<file path="src/rtl/vjtag_reg_bank.sv">
// vjtag_reg_bank: virtual-JTAG DR engine, N_CH capture/shift/update channels plus 1-bit bypass.
// Optional shift-length checking enabled by VJTAG_LEN_CHECK_EN.  Rev 1.0
`default_nettype none

module vjtag_reg_bank #(
  parameter int IR_W = 2,
  parameter int DR_W = 32,
  parameter int N_CH = 3
) (
  input  logic                 tck,
  input  logic                 rst,
  input  logic                 tdi,
  output logic                 tdo,
  input  logic [IR_W-1:0]      ir_in,
  output logic [IR_W-1:0]      ir_out,
  input  logic                 virtual_state_cdr,
  input  logic                 virtual_state_sdr,
  input  logic                 virtual_state_e1dr,
  input  logic                 virtual_state_pdr,
  input  logic                 virtual_state_e2dr,
  input  logic                 virtual_state_udr,
  input  logic                 virtual_state_cir,
  input  logic                 virtual_state_uir,
  input  logic [N_CH*DR_W-1:0] cap_data,
  output logic [N_CH-1:0]      cap_ack,
  output logic [N_CH*DR_W-1:0] upd_data,
  output logic [N_CH-1:0]      upd_valid
);

  logic [IR_W-1:0]      ir_q, ir_d;
  logic [IR_W-1:0]      ir_out_q, ir_out_d;
  logic [DR_W-1:0]      sr_q, sr_d;
  logic                 byp_q, byp_d;
  logic [N_CH-1:0]      cap_ack_q, cap_ack_d;
  logic [N_CH*DR_W-1:0] upd_data_q, upd_data_d;
  logic [N_CH-1:0]      upd_valid_q, upd_valid_d;
  logic [N_CH-1:0]      ch_hit;
  logic                 sel;
  logic                 hold;
  logic                 shift_en;
  logic                 commit;

  // In a real TAP the hold states never overlap Shift-DR, so gating shift on them is free.
  assign hold     = virtual_state_e1dr | virtual_state_pdr | virtual_state_e2dr;
  assign shift_en = virtual_state_sdr & ~hold;

  always_comb begin
    for (int c = 0; c < N_CH; c++) begin
      ch_hit[c] = (ir_q == IR_W'(c + 1));
    end
  end
  assign sel = |ch_hit;

`ifdef VJTAG_LEN_CHECK_EN
  localparam int CNT_W = $clog2(DR_W + 2);
  logic [CNT_W-1:0] cnt_q, cnt_d;
  logic             len_err_q, len_err_d;

  assign commit = (cnt_q == CNT_W'(DR_W));

  always_comb begin
    cnt_d     = cnt_q;
    len_err_d = len_err_q;
    if (virtual_state_cdr) begin
      cnt_d = '0;
    end else if (shift_en) begin
      if (cnt_q != CNT_W'(DR_W + 1)) cnt_d = cnt_q + 1'b1;
    end else if (virtual_state_udr && sel && !commit) begin
      len_err_d = 1'b1;
    end
    if (virtual_state_uir) len_err_d = 1'b0;
  end

  always_ff @(posedge tck) begin
    if (rst) begin
      cnt_q     <= '0;
      len_err_q <= 1'b0;
    end else begin
      cnt_q     <= cnt_d;
      len_err_q <= len_err_d;
    end
  end
`else
  assign commit = 1'b1;
`endif

  always_comb begin
    ir_d        = virtual_state_uir ? ir_in : ir_q;
    ir_out_d    = ir_out_q;
    sr_d        = sr_q;
    byp_d       = byp_q;
    cap_ack_d   = '0;
    upd_data_d  = upd_data_q;
    upd_valid_d = '0;
    if (virtual_state_cir) begin
`ifdef VJTAG_LEN_CHECK_EN
      ir_out_d = {ir_q[IR_W-1:1], len_err_q};
`else
      ir_out_d = ir_q;
`endif
    end
    if (virtual_state_cdr) begin
      if (sel) begin
        for (int c = 0; c < N_CH; c++) begin
          if (ch_hit[c]) sr_d = cap_data[c*DR_W +: DR_W];
        end
        cap_ack_d = ch_hit;
      end else begin
        byp_d = 1'b0;
      end
    end else if (shift_en) begin
      if (sel) sr_d = {tdi, sr_q[DR_W-1:1]};
      else     byp_d = tdi;
    end else if (virtual_state_udr && sel && commit) begin
      for (int c = 0; c < N_CH; c++) begin
        if (ch_hit[c]) upd_data_d[c*DR_W +: DR_W] = sr_q;
      end
      upd_valid_d = ch_hit;
    end
  end

  always_ff @(posedge tck) begin
    if (rst) begin
      ir_q        <= '0;
      ir_out_q    <= '0;
      sr_q        <= '0;
      byp_q       <= 1'b0;
      cap_ack_q   <= '0;
      upd_data_q  <= '0;
      upd_valid_q <= '0;
    end else begin
      ir_q        <= ir_d;
      ir_out_q    <= ir_out_d;
      sr_q        <= sr_d;
      byp_q       <= byp_d;
      cap_ack_q   <= cap_ack_d;
      upd_data_q  <= upd_data_d;
      upd_valid_q <= upd_valid_d;
    end
  end

  assign tdo       = sel ? sr_q[0] : byp_q;
  assign ir_out    = ir_out_q;
  assign cap_ack   = cap_ack_q;
  assign upd_data  = upd_data_q;
  assign upd_valid = upd_valid_q;

endmodule

`default_nettype wire

</file>
<file path="config.mk">
export PLATFORM = sky130hd
export DESIGN_NAME = vjtag_reg_bank
export DESIGN_NICKNAME = d
export VERILOG_FILES = /design/src/rtl/vjtag_reg_bank.sv
export SDC_FILE = /design/constraint.sdc
export NUM_CORES = 1
export LEC_CHECK = 0
export CAP_MARGIN = 30
export CORE_MARGIN = 4
export CORE_UTILIZATION = 46
export CTS_CLUSTER_SIZE = 10
export DETAILED_ROUTE_END_ITERATION = 12
export PLACE_DENSITY = 0.81
export SLEW_MARGIN = 20
export SYNTH_ARGS = -nofsm -noshare
export SYNTH_HDL_FRONTEND = slang
export SYNTH_SLANG_ARGS = --single-unit
export TNS_END_PERCENT = 5
</file>
<file path="constraint.sdc">
create_clock -name tck -period 1.7 [get_ports tck]
set_input_delay 0.34 -clock tck [delete_from_list [all_inputs] [get_ports tck]]
set_output_delay 0.34 -clock tck [all_outputs]
set_load 0.01 [all_outputs]
</file>
==> impl_metrics.json, run 1 <==
{
  "use_met3": 0.0836,
  "yosysSeqAreaShare": 0.447,
  "antenna_found_initial": 1,
  "grt.total_usage": 0.271,
  "post_drt_via_cell_ratio": 6.33,
  "total_leakage_power_nw": 3.45,
  "cts_tree": "built",
  "critPathBufInv": 3,
  "overflow": 0,
  "dieArea_sq_mm": 0.0155,
  "path_delay_family": "compound AO/OA/AOI/OAI gates",
  "arrival_ns": 1.99,
  "die_h_um": 124,
  "met2_usage": 0.451,
  "maxSlewViolCount": 0,
  "grt_pass1_vias": 6902,
  "clk_latency_ns": 0.42,
  "synth_top_flop_cell": "dfxtp_1",
  "synth_top_area_cell": "dfxtp_1",
  "slew_headroom": 0.549,
  "worstMarginPinSlew_ns": 0.677,
  "fmax_mhz": 590,
  "fin_crit_sh": 0.997,
  "cp_max_fo": 6,
  "synth_common_cells": "139 x dfxtp_1, 128 x a21oi_1, 97 x nand3_1, 84 x o21ai_0, 53 x clkbuf_1",
  "final_layout_size_suffix_gt1_frac": 0.160,
  "clk_path_buf_depth": 2,
  "finalPower_mw": 8.19,
  "p_per_area_mw_per_mm2": 848,
  "status": "finished clean",
  "hold_path.class": "primary input to register",
  "io_pins": 214,
  "dpl.hpwl_um": 15200,
  "core-area_sq_mm": 0.0132,
  "root_buffer": "clkbuf_16",
  "grt_pass1_wl_um": 34800,
  "htree_levels": 4,
  "nets": 1035,
  "clkTransAtPathRegs_ns": 0.06,
  "yosys.area.top_type_share": 0.447,
  "synth_edf_count": 0,
  "drv_cap": 0,
  "drc": 0,
  "synth.most_common_cell": "dfxtp_1",
  "crit_path_start_kind": "register",
  "critPathMaxStageDelay_ns": 0.38,
  "gp_congestion": 0.850,
  "synthToLayoutAreaGrowth_pct": 55.3,
  "setup_violations": 0,
  "endpoint_kind": "register",
  "worstPathCellList": "buf_4 > clkbuf_16 > buf_4 > mux2_2 > a222oi_1 > a21oi_1",
  "crit_top_cell": "buf_4",
  "worstPathRequired_ns": 1.99,
  "final-hold-violation-count": 0,
  "netlist_area_sq_mm": 0.00623,
  "vdd_drop_max_mv": 0.642,
  "yosysWarnings": 0,
  "syn-num-nets": 824,
  "period_minus_slack_ns": 1.69,
  "met1_usage": 0.317,
  "wl_per_cell_um": 20.9,
  "core.rowCount": 42,
  "start_util": 0.470,
  "ys_async_sr_fraction": 0,
  "netlist_instances": 715,
  "ant_nets": 0,
  "place_inst": 1072,
  "synth_seq_cells": 139,
  "avgSynthCellArea_sq_um": 8.71,
  "clkSinkCount": 139,
  "yosys-top-cells-area": "dfxtp_1 45%, a21oi_1 10%, nand3_1 7.8%, o21ai_0 6.8%, mux2_2 6.0%",
  "skew_ns": 0.00776,
  "final_cells": 1116,
  "cts_hold_buf": 0,
  "grt_max_degree": 65,
  "fill_cells": 985,
  "criticalPathCategory": "register to register",
  "wl_um": 23300,
  "vias": 7062,
  "numPortBuffers": 213,
  "top_usage_layer": "met2",
  "drt_iter0_markers": 971,
  "fp.dieW_um": 124,
  "dr.pass1.iters": 9,
  "numCtsBuffers": 17,
  "cp_slowest_cell": "dfxtp_4",
  "ys_types": 32
}
-- kinds of logic after synthesis --
family	after synthesis	share of synthesized area
buffers and inverters	92	0.0659
multiplexers	38	0.0677
flip-flops	139	0.447
AO/OA/AOI/OAI	290	0.280
AND/OR/NAND/NOR	156	0.139
-- stage by stage --
| step | setup TNS, ns | hold WS, ns | instance area [sq um] | util | worst slack, ns |
|---|---|---|---|---|---|
| 2_1_floorplan | 0 | 0.435 | 6230 | - | 0.121 |
| 3_3_place_gp | -30.98 | 0.455 | 8810 | 0.665 | -0.281 |
| 3_5_place_dp | -35.10 | 0.467 | 8810 | 0.665 | -0.316 |
| 4_1_cts | -0.00873 | 0.339 | 9410 | 0.711 | -0.00466 |
| 5_1_grt | -0.532 | 0.359 | 9670 | 0.730 | -0.0490 |
| 6_report | 0 | 0.359 | 9670 | 0.730 | 0.00580 |
-- routing by layer --
layer / up-vias / wire [um]
met4: 0 / 946
met5: - / 0
li1: 3163 / -
met1: 3295 / 8720
met2: 511 / 11300
met3: 93 / 2400
-- power by group --
group	internal, mW	total [mW]	switching, mW
Combinational	0.594	1.06	0.464
Sequential	3.32	3.44	0.114
Clock	2.24	3.70	1.46
Total	6.16	8.19	2.03
-- registers in the layout, indices dropped and copies added (netlist names) --
register and cells:
upd_valid 3, byp_q 1, ir_q 2, upd_data 96, cap_ack 3, sr_q 32
ir_out 2
-- cell usage in the layout (no fill, tap or decap), drive strengths merged, types with 5 or more instances in the layout --
master | netlist | layout
clkdlybuf4s50 | 0 | 205
dfxtp | 139 | 139
a21oi | 129 | 129
nand3 | 97 | 97
o21ai | 97 | 97
buf | 34 | 66
mux2 | 33 | 33
a222oi | 32 | 32
or3 | 32 | 32
o311ai | 32 | 32
clkbuf | 56 | 24
nor2 | 8 | 8
clkinv | 0 | 6
mux2i | 5 | 5
dlymetal6s2s | 0 | 5
-- final timing paths --
kind                                                start                   endpoint  slack, ns  cells after the start
worst max-delay path                 ir_q[0]$_SDFFE_PP0P_      sr_q[13]$_SDFFE_PP0P_      0.006                      6
worst min-delay path                                  rst  upd_data[51]$_SDFFE_PP0P_       0.36                      3
worst max register to register       ir_q[0]$_SDFFE_PP0P_      sr_q[13]$_SDFFE_PP0P_      0.006                      6
worst min register to register  upd_data[55]$_SDFFE_PP0P_  upd_data[55]$_SDFFE_PP0P_       0.48                      2
-- final cells by class --
class	instances	area, sq um	share of cell area
Multi-Input combinational cell	485	3120	0.323
Tap cell	176	220	0.0228
Antenna cell	1	2.50	0.000259
Inverter	2	7.51	0.000777
Sequential cell	139	2790	0.288
Timing Repair Buffer	281	2930	0.304
Clock inverter	13	141	0.0146
Clock buffer	19	453	0.0469
-- what timing repair did --
action                                  in CTS  in global routing
resized for setup                            8                 25
cloned                                       0                  7
buffers inserted                             0                  4
endpoints found under the setup margin      25                 82
pin swaps                                    2                  4
-- worst reg2reg max path: stages (launching register included) --
cell and delay, ns:
dfxtp_4 0.38, buf_4 0.13, clkbuf_16 0.13, buf_4 0.11, mux2_2 0.33, a222oi_1 0.37
a21oi_1 0.12
Power figures use the tool's default switching activity.
==> run 2, diff against run 1 <==
Settings changed: CELL_PAD_IN_SITES_DETAIL_PLACEMENT set to 0, CELL_PAD_IN_SITES_GLOBAL_PLACEMENT set to 1, CORE_UTILIZATION 46 to 33, PLACE_DENSITY 0.81 to unset, PLACE_DENSITY_LB_ADDON set to 0.1.
==> run 2 against run 1 <==
Net effect: clock-buffer cell count unchanged; clock power is 3% higher; maximum frequency hardly changed; critical endpoint is now tdo; largest cell class unchanged.
==> impl_metrics.json, run 2 (same netlist as run 1, synthesis figures left out) <==
{
  "status": "finished clean",
  "clk_path_buf_depth": 2,
  "hold_path.class": "primary input to register",
  "drv_cap": 0,
  "register_area_sq_mm": 0.00279,
  "power.internal_mw": 6.21,
  "dpl.hpwl_um": 16100,
  "cp_slowest_cell": "dfxtp_4",
  "r2r_slack_ns": 0.05,
  "overflow": 0,
  "finalPower_mw": 8.27,
  "maxSlewViolCount": 0,
  "place_inst": 1123,
  "holdWs_ns": 0.445,
  "numPortBuffers": 213,
  "htree_levels": 4,
  "antenna_found_initial": 1,
  "ant_nets": 0,
  "skew_ns": 0.00682,
  "start_util": 0.341,
  "grt_pass1_vias": 6818,
  "p_sw_frac": 0.249,
  "ff2ff_path_depth": 6,
  "core.rowCount": 49,
  "reg2reg_to": "sr_q[31]$_SDFFE_PP0P_",
  "core-area_sq_mm": 0.0183,
  "vdd_drop_max_mv": 0.625,
  "final_cell_mix": "187 x clkdlybuf4s50_1, 137 x dfxtp_1, 128 x a21oi_1, 97 x nand3_1, 84 x o21ai_0",
  "crit_path_start_kind": "register",
  "wl_per_cell_um": 20.8,
  "vias": 6648,
  "period_minus_slack_ns": 1.69,
  "critPathMaxStageDelay_ns": 0.35,
  "p_per_area_mw_per_mm2": 858,
  "dieArea_sq_mm": 0.0211,
  "holdPathEnd": "upd_data[2]$_SDFFE_PP0P_",
  "dr.pass1.iters": 6,
  "critPathBufInv": 1,
  "worstPathRequired_ns": 1.36,
  "io_pins": 214,
  "total_leakage_power_nw": 3.68,
  "arrival_ns": 1.35,
  "pwr-share-comb": 0.124,
  "drt_iter0_markers": 698,
  "worstMarginPinSlew_ns": 0.608,
  "criticalPathCategory": "register to output port",
  "layout_commonest_cell": "clkdlybuf4s50_1",
  "hp-start": "rst",
  "slew_headroom": 0.594,
  "largest_reg_flops": 96,
  "clkTransAtPathRegs_ns": 0.06,
  "numCtsBuffers": 17,
  "endpoint_kind": "output port",
  "seq_power_share": 0.415,
  "setup_violations": 0,
  "path_delay_family": "flip-flops",
  "final_core_util": 0.528,
  "cts_tree": "built",
  "clkSinkCount": 139,
  "nets": 1026,
  "gp_congestion": 0.781,
  "fmax_mhz": 591,
  "p_clk_frac": 0.461,
  "post_drt_via_cell_ratio": 5.73,
  "p_switching_mw": 2.06,
  "worstPathCellList": "nor2_4 > mux2_4 > buf_2",
  "setup_ws_ns": 0.00669,
  "die_h_um": 145,
  "clk_latency_ns": 0.42,
  "grt_max_degree": 88,
  "fp.dieW_um": 145,
  "grt.total_usage": 0.222,
  "fill_cells": 1678,
  "cts_hold_buf": 0,
  "final-hold-violation-count": 0,
  "drc": 0,
  "hold-path-cell-count": 3,
  "r2r_start": "ir_q[0]$_SDFFE_PP0P_",
  "final_layout_size_suffix_gt1_frac": 0.147,
  "synthToLayoutAreaGrowth_pct": 54.9,
  "multi_input_area_sq_mm": 0.00312,
  "rsz0062_at_grt": "true",
  "grt_pass1_wl_um": 37900,
  "pre_cts_slack_ns": -0.372,
  "final_cells": 1160,
  "cp_max_fo": 2,
  "wl_um": 24100,
  "root_buffer": "clkbuf_16",
  "fin_crit_sh": 0.996
}
-- run 2: cell type report --
cell class,count,share of cell area
timing repair buffer,272,0.295
sequential,139,0.289
inverter,2,0.000778
clock buffer,19,0.0449
multi-input combinational,485,0.323
tap,229,0.0297
antenna,1,0.000259
clock inverter,13,0.0175
-- run 2: stage by stage --
step / area (sq um) / setup TNS, ns
after global routing: 9650 / -0.0785
after global placement: 8910 / -38.32
after detailed placement: 8910 / -40.70
after CTS: 9550 / -0.00778
after floorplan: 6230 / 0
final: 9650 / 0
-- run 2: repair_timing --
item                                   in CTS  in global routing
gates cloned                                1                  0
setup endpoints to repair                   7                 80
pin swaps                                   2                  4
endpoints found under the hold margin       0                  0
resized for setup                          15                 26
buffers inserted                            0                  3
-- run 2: power by group through the flow --
stage / Sequential [mW] / Clock, mW / Combinational, mW
3_3_place_gp: 3.50 / 0 / 0.974
2_1_floorplan: 3.46 / 0 / 0.469
5_1_grt: 3.44 / 4.01 / 1.10
3_5_place_dp: 3.50 / 0 / 0.991
6_report: 3.43 / 3.81 / 1.03
4_1_cts: 3.43 / 3.88 / 1.01
-- run 2: worst reg2reg max path: cells and delay by family, from the launching register on --
family | cells | cell delay, ns
muxes | 1 | 0.29
buffers and inverters | 3 | 0.46
DFF | 1 | 0.36
AOI/OAI and AO/OA | 2 | 0.42
-- run 2: routing by layer --
metal | wire (um) | vias to the layer above | track usage
li1 | - | 3142 | -
met1 | 10300 | 3175 | 0.285
met2 | 11500 | 303 | 0.367
met3 | 1880 | 28 | 0.0673
met4 | 389 | 0 | 0.0594
met5 | 0 | - | 0
-- run 2: worst max path at each step --
stage	endpoint	cells after the start	slack, ns	startpoint
6_report	tdo	3	0.007	ir_q[0]$_SDFFE_PP0P_
5_1_grt	sr_q[27]$_SDFFE_PP0P_	5	-0.04	ir_q[0]$_SDFFE_PP0P_
4_1_cts	tdo	3	-0.008	ir_q[0]$_SDFFE_PP0P_
3_5_place_dp	sr_q[24]$_SDFFE_PP0P_	5	-0.37	virtual_state_pdr
3_3_place_gp	sr_q[24]$_SDFFE_PP0P_	5	-0.33	virtual_state_pdr
2_1_floorplan	upd_data[25]$_SDFFE_PP0P_	6	0.12	virtual_state_pdr
